--- config.mk ---
export PLATFORM = sky130hd
export DESIGN_NAME = shift_rows_stage
export DESIGN_NICKNAME = d
export VERILOG_FILES = /design/src/rtl/shift_rows_stage.sv
export SDC_FILE = /design/constraint.sdc
export NUM_CORES = 1
export LEC_CHECK = 0
export ABC_AREA = 1
export CAP_MARGIN = 10
export CORE_UTILIZATION = 55
export DETAILED_ROUTE_END_ITERATION = 12
export PLACE_DENSITY = 0.86
export REMOVE_ABC_BUFFERS = 1
export SETUP_SLACK_MARGIN = 0.3
export SLEW_MARGIN = 40
export SYNTH_ARGS = -nofsm -noshare
export SYNTH_HDL_FRONTEND = slang
export SYNTH_SLANG_ARGS = --single-unit
--- constraint.sdc ---
create_clock -name clk -period 3.1 [get_ports clk]
set_input_delay 0.465 -clock clk [delete_from_list [all_inputs] [get_ports clk]]
set_output_delay 0.465 -clock clk [all_outputs]
set_load 0.03 [all_outputs]
--- src/rtl/shift_rows_stage.sv ---
// -----------------------------------------------------------------------------
// shift_rows_stage
//
// AES ShiftRows stage with valid/ready flow control on both sides. It sits
// between SubBytes and MixColumns in the encryption datapath. The row rotation
// is applied before a state is stored, so the 2-entry output queue only ever
// holds transformed states. Because the queue has two entries, upstream and
// downstream can stall independently without losing or duplicating a state.
//
// State layout: byte i is bits [127-8i -: 8], stored column-major. Byte 4c+r
// is therefore row r, column c.
//
// Build option:
//   SHIFT_ROWS_INV_EN - when defined, adds the in_inv port. in_inv is sampled
//                       with each push; 1 selects inverse ShiftRows for that
//                       transfer. When undefined, only the forward transform
//                       exists.
//
// Ports:
//   clk        in   1    rising-edge clock
//   rst_n      in   1    asynchronous, active-low reset
//   in_valid   in   1    in_data holds a state to transfer
//   in_ready   out  1    stage can accept a state this cycle (registered)
//   in_data    in   128  input state
//   in_inv     in   1    inverse select (SHIFT_ROWS_INV_EN builds only)
//   out_valid  out  1    out_data holds a transformed state
//   out_ready  in   1    downstream accepts out_data this cycle
//   out_data   out  128  transformed state, same byte layout as in_data
// -----------------------------------------------------------------------------
module shift_rows_stage (
    input  logic         clk,
    input  logic         rst_n,
    input  logic         in_valid,
    output logic         in_ready,
    input  logic [127:0] in_data,
`ifdef SHIFT_ROWS_INV_EN
    input  logic         in_inv,
`endif
    output logic         out_valid,
    input  logic         out_ready,
    output logic [127:0] out_data
);

    // Forward: out[r][c] = in[r][(c+r) mod 4]
    // Inverse: out[r][c] = in[r][(c-r) mod 4]
    // The 2-bit cast performs the mod 4, including for negative differences.
    function automatic logic [127:0] shift_rows(input logic [127:0] s,
                                                input logic         inv);
        logic [127:0] res;
        logic [1:0]   src_c;
        res = '0;
        for (int c = 0; c < 4; c++) begin
            for (int r = 0; r < 4; r++) begin
                src_c = inv ? 2'(c - r) : 2'(c + r);
                res[127 - 8 * (4 * c + r) -: 8] =
                    s[127 - 8 * (4 * int'(src_c) + r) -: 8];
            end
        end
        return res;
    endfunction

    logic mode_inv;
`ifdef SHIFT_ROWS_INV_EN
    assign mode_inv = in_inv;
`else
    assign mode_inv = 1'b0;
`endif

    logic [127:0] entry [2];
    logic         head;
    logic         tail;
    logic [1:0]   count;
    logic [1:0]   count_next;
    logic         push;
    logic         pop;
    logic [127:0] shifted;

    assign shifted   = shift_rows(in_data, mode_inv);
    assign out_valid = (count != 2'd0);
    assign out_data  = entry[head];
    assign push      = in_valid && in_ready;
    assign pop       = out_valid && out_ready;

    // NOTE: count_next gets a default before the conditional updates, so no
    // path leaves it unassigned and no latch is inferred.
    always_comb begin
        count_next = count;
        if (push && !pop) begin
            count_next = count + 2'd1;
        end else if (!push && pop) begin
            count_next = count - 2'd1;
        end
    end

    // NOTE: all sequential state uses non-blocking assignments so every
    // register samples the pre-edge values of the others.
    always_ff @(posedge clk or negedge rst_n) begin
        if (!rst_n) begin
            head     <= 1'b0;
            tail     <= 1'b0;
            count    <= 2'd0;
            in_ready <= 1'b0;
            // NOTE: the two storage entries are reset deliberately. out_data
            // must read 0 during and right after reset, and the queue is only
            // 256 bits deep.
            entry[0] <= '0;
            entry[1] <= '0;
        end else begin
            // in_ready is 0 when the queue is full, so a push can never
            // overwrite a valid entry.
            if (push) begin
                entry[tail] <= shifted;
                tail        <= ~tail;
            end
            if (pop) begin
                head <= ~head;
            end
            count    <= count_next;
            // Ready looks only at the registered occupancy. It does not
            // depend combinationally on out_ready.
            in_ready <= (count_next < 2'd2);
        end
    end

endmodule

**Word level (Yosys, flattened, before mapping)**

Cells that the tools add are included.
Widths: inputs -> output; s select.

- Bits in latches: 0
- Memories kept: 0
- ROM bits: 0
- Register bits after elaboration: 261
- Output and inout bits: 130
- Memory bits (writable): 0

- Div/mod/pow operators: 0
- Muxes and demuxes: 8
- Reduce and logical (&&, ||, !) cells: 8
- Bitwise logic cells: 4
- Magnitude comparators: 4
- Shift operators: 0
- Add/subtract/negate cells: 2
- $mul: 0
- Eq/ne operators: 0

Operators by type and width:

| operator | count |
|---|---|
| $mux 128 | 4 |
| $bwmux 256 | 1 |
| $demux 128 s1 | 1 |
| $logic_and 1x1->1 | 5 |
| $ge 2x2->1 const B | 2 |
| $mux 2 | 2 |
| $not 1->2 | 2 |
| $add 2x1->2 const B | 1 |
| $logic_not 1->1 | 2 |
| $lt 2x1->1 const B | 1 |
| $lt 2x2->1 const B | 1 |
| $not 1->1 | 2 |
| $reduce_bool 2->1 | 1 |
| $sub 2x1->2 const B | 1 |

**Longest topological paths before layout**

- Depth in word-level cells: 6
- Depth in mapped cells: 10
- Gate-level depth less buffers: 10

**Worst setup path after synthesis**

OpenSTA, ideal clock, no wires.

- Path type: reg-to-output
- Start point: reg head
- End point: out out_data[28]
- Slack: 1558 ps
- Required time: 2635 ps
- Path buffers: 2
- Stages on the path, launching flop included: 5
- Arrival time: 1077 ps
- Cells stage by stage: dfrtp_1 -> buf_2 -> clkbuf_1 -> nand2_1 -> nand2_1

- Longest elaborated chain between the ends: 4

Ends and longest elaborated chain:

| item | RTL line | RTL |
|---|---|---|
| start, declared | 70 | `logic head;` |
| start signal, assigned | 116 | `head <= ~head;` |
| $not 1->2 (implied by the code) | 80 | `assign out_data = entry[head];` |
| $mux 128 (implied by the code) (3 in a row) | 80 |  |
| end, declared | 41 | `output logic [127:0] out_data` |

No other way between the ends. The select of a mux whose other input is x is not followed.

**Worst setup path in the final report**

- Start point: reg head
- End point: out out_data[67]

The elaborated chain is that of the path after synthesis.

==> impl_metrics.json <==
{
  "status": "finished, final reports clean",
  "yosysTopAreaCell": "dfrtp_1",
  "crit_fanout": 45,
  "syn-instance-count": 1401,
  "endpoint_kind": "primary output",
  "max_stage_delay_ns": 0.59,
  "cpMostUsedCell": "nand2_1",
  "finalClockSkew_ns": 0.004674,
  "final_cell_mix": "nand2_1, dfrtp_1, clkdlybuf4s50_1, inv_1, o21ai_1",
  "critical_path.slowest_cell": "dfrtp_4",
  "cts_max_level": 1,
  "relSlewSlack_pct": 61.99,
  "vias": 9788,
  "core_area_um2": 21150,
  "place_congestion": 0.8064,
  "crit_required_ns": 2.63,
  "synth-xor-area-share_pct": 0.07348,
  "fin_crit_ns": 2.720,
  "clock_latency_ns": 0.52,
  "ir_drop_v": 0.0007338,
  "netlist_area_um2": 11920,
  "grt_use_total_pct": 26.37,
  "clockBufferDepth": 3,
  "dr.pass1.iters": 5,
  "fillers": 1524,
  "vias_per_cell": 5.056,
  "post-place-ws_ns": 0.5846,
  "antenna_found_initial": 2,
  "area_growth_pct": 30.48,
  "yosys.area.top_type_share_pct": 54.79,
  "yosysSeqAreaShare_pct": 54.79,
  "grt_pass1_wl_um": 47060,
  "antenna_left": 0,
  "grt_overflow": 0,
  "grt_pass1_vias": 9678,
  "worst-slew-pin-transition_ns": 0.5701,
  "drtIter0Drc": 478,
  "final_util_pct": 73.53,
  "muxShareOfSynthArea_pct": 0,
  "yosys_warnings": 0,
  "clock_sinks": 261,
  "p_per_area_nw_per_um2": 1183,
  "yosys-top-cells-area": "dfrtp_1, nand2_1, o21ai_2",
  "holdWs_ns": 0.4378,
  "cts_made_buffers": 28,
  "synth_fa_ha_area_share_pct": 0.3149,
  "port_buffers": 261,
  "wl_per_cell_um": 14.73,
  "drt-total-wl_um": 28520,
  "hp-class": "primary input to async pin",
  "grt_max_degree": 112,
  "io_pins": 262,
  "ys_types": 16,
  "cp-start-kind": "flop",
  "cts_root_buf": "clkbuf_16",
  "die_w_um": 149.2,
  "cp.arrival_ns": 2.26,
  "cap_violations": 0,
  "ys_seq_elements": 261,
  "rows": 53,
  "critical_path_depth": 5,
  "initial_utilization_pct": 56.35,
  "clkSlewWorstSetupHoldPaths_ns": 0.06,
  "route.detailed.drc": 0,
  "max_freq_mhz": 367.6,
  "cts_tree": "yes",
  "maxSlewViolCount": 0,
  "layout.nets": 1773,
  "yosys.area_share.simple_pct": 20.75,
  "p_total_mw": 18.40,
  "finalSetupViolCount": 0,
  "final_common_cell": "nand2_1",
  "final_hold_viol_count": 0,
  "dieArea_um2": 22270,
  "path_cells": "inv_6 -> buf_12 -> nand2_1 -> nand2_1 -> dlygate4sd2_1",
  "hpwlAfterDp_um": 18730,
  "setup_slack_ns": 0.3798,
  "synth_compound_area_share_pct": 14.26,
  "crit_family": "buffers and inverters",
  "syn_avg_cell_area_um2": 8.508,
  "drive_above_1_share_pct": 11.33,
  "fin_crit_sh_pct": 87.75,
  "synth_top_family_by_area": "simple AND/OR/NAND/NOR gates",
  "rsz0062_at_grt": "no",
  "ff2ff_path_depth": 5,
  "p_leak_nw": 8.422,
  "crit_type": "flop to primary output",
  "worst-path-buf-inv": 3,
  "die_y_um": 149.2
}
==> kinds of logic (layout without fill, tap and decap cells) <==
kind of cell,after synthesis,count (layout)
other,0,2
AND/OR/NAND/NOR,655,655
AO/OA/AOI/OAI,258,258
buffers and inverters,223,481
adder cells (fa/ha/maj),3,3
flip-flops,261,261
XOR/XNOR,1,1
==> flip-flops by register name, summed over array words and instances (netlist names), named ones only <==
name,flops
count,1
entry,256
head,1
in_ready,1
tail,1
==> routing by layer <==
layer	part of all wire (%)	vias up	GRT usage, %
li1	-	4801	-
met1	41	4566	34.82
met2	49	356	44.07
met3	6.5	65	4.220
met4	3.3	0	9.439
met5	0	-	0
==> worst register-to-register path: cells and delay by family (launching register included) <==
family	cells	cell delay, ns
simple gates	2	0.58
flops	1	0.42
buf+inv	2	0.51
compound gates	1	0.06
==> layout make-up <==
class                           instances  area (µm²)  share of cell area (%)
Antenna cell                            2       5.005                 0.03218
Clock buffer                           43       858.3                   5.518
Clock inverter                          8       165.2                   1.062
Inverter                              139       526.8                   3.387
Multi-Input combinational cell        917        4235                   27.23
Sequential cell                       261        6535                   42.02
Tap cell                              275       344.1                   2.212
Timing Repair Buffer                  291        2884                   18.54
==> report_power, final <==
group	internal, mW	switching [mW]	total, mW
Clock	2.31	1.30	3.61
Sequential	5.00	0.891	5.89
Combinational	3.05	5.85	8.90
Total	10.4	8.04	18.4
==> through the flow <==
step / cell area [µm²] / setup TNS (ns) / instances
after floorplan: 11270 / -646.93 / 1317
after global placement: 14570 / 0 / 1880
after detailed placement: 14570 / 0 / 1880
after CTS: 15480 / 0 / 1932
after global routing: 15550 / 0 / 1935
final: 15550 / 0 / 1936
==> worst paths after layout <==
path                       slack (ns)                      to                    from
min                              0.44  entry[131]$_DFFE_PN0P_                   rst_n
min reg2reg                      0.48  entry[189]$_DFFE_PN0P_  entry[189]$_DFFE_PN0P_
max in group asynchronous        1.70  entry[176]$_DFFE_PN0P_                   rst_n
max reg2reg                      1.41  entry[162]$_DFFE_PN0P_        tail$_DFFE_PN0P_
min in group clk                 0.48  entry[189]$_DFFE_PN0P_  entry[189]$_DFFE_PN0P_
max                              0.38            out_data[67]        head$_DFFE_PN0P_
==> Yosys cell counts, drive strengths merged <==
| library cell | n |
|---|---|
| nand2 | 650 |
| dfrtp | 261 |
| o21ai | 257 |
| inv | 139 |
| buf | 79 |
| clkbuf | 5 |
| nand3 | 4 |
| ha | 3 |
| a21oi | 1 |
| nor2 | 1 |
| xor2 | 1 |
==> repair_timing <==
action,in CTS,in global routing
hold buffers,0,1
resized for setup,110,11
endpoints found under the setup margin,128,17
pin swaps,0,0
cloned,0,0
hold endpoints to repair,0,49
buffers inserted,1,0
(Power assumes the default switching activity.)
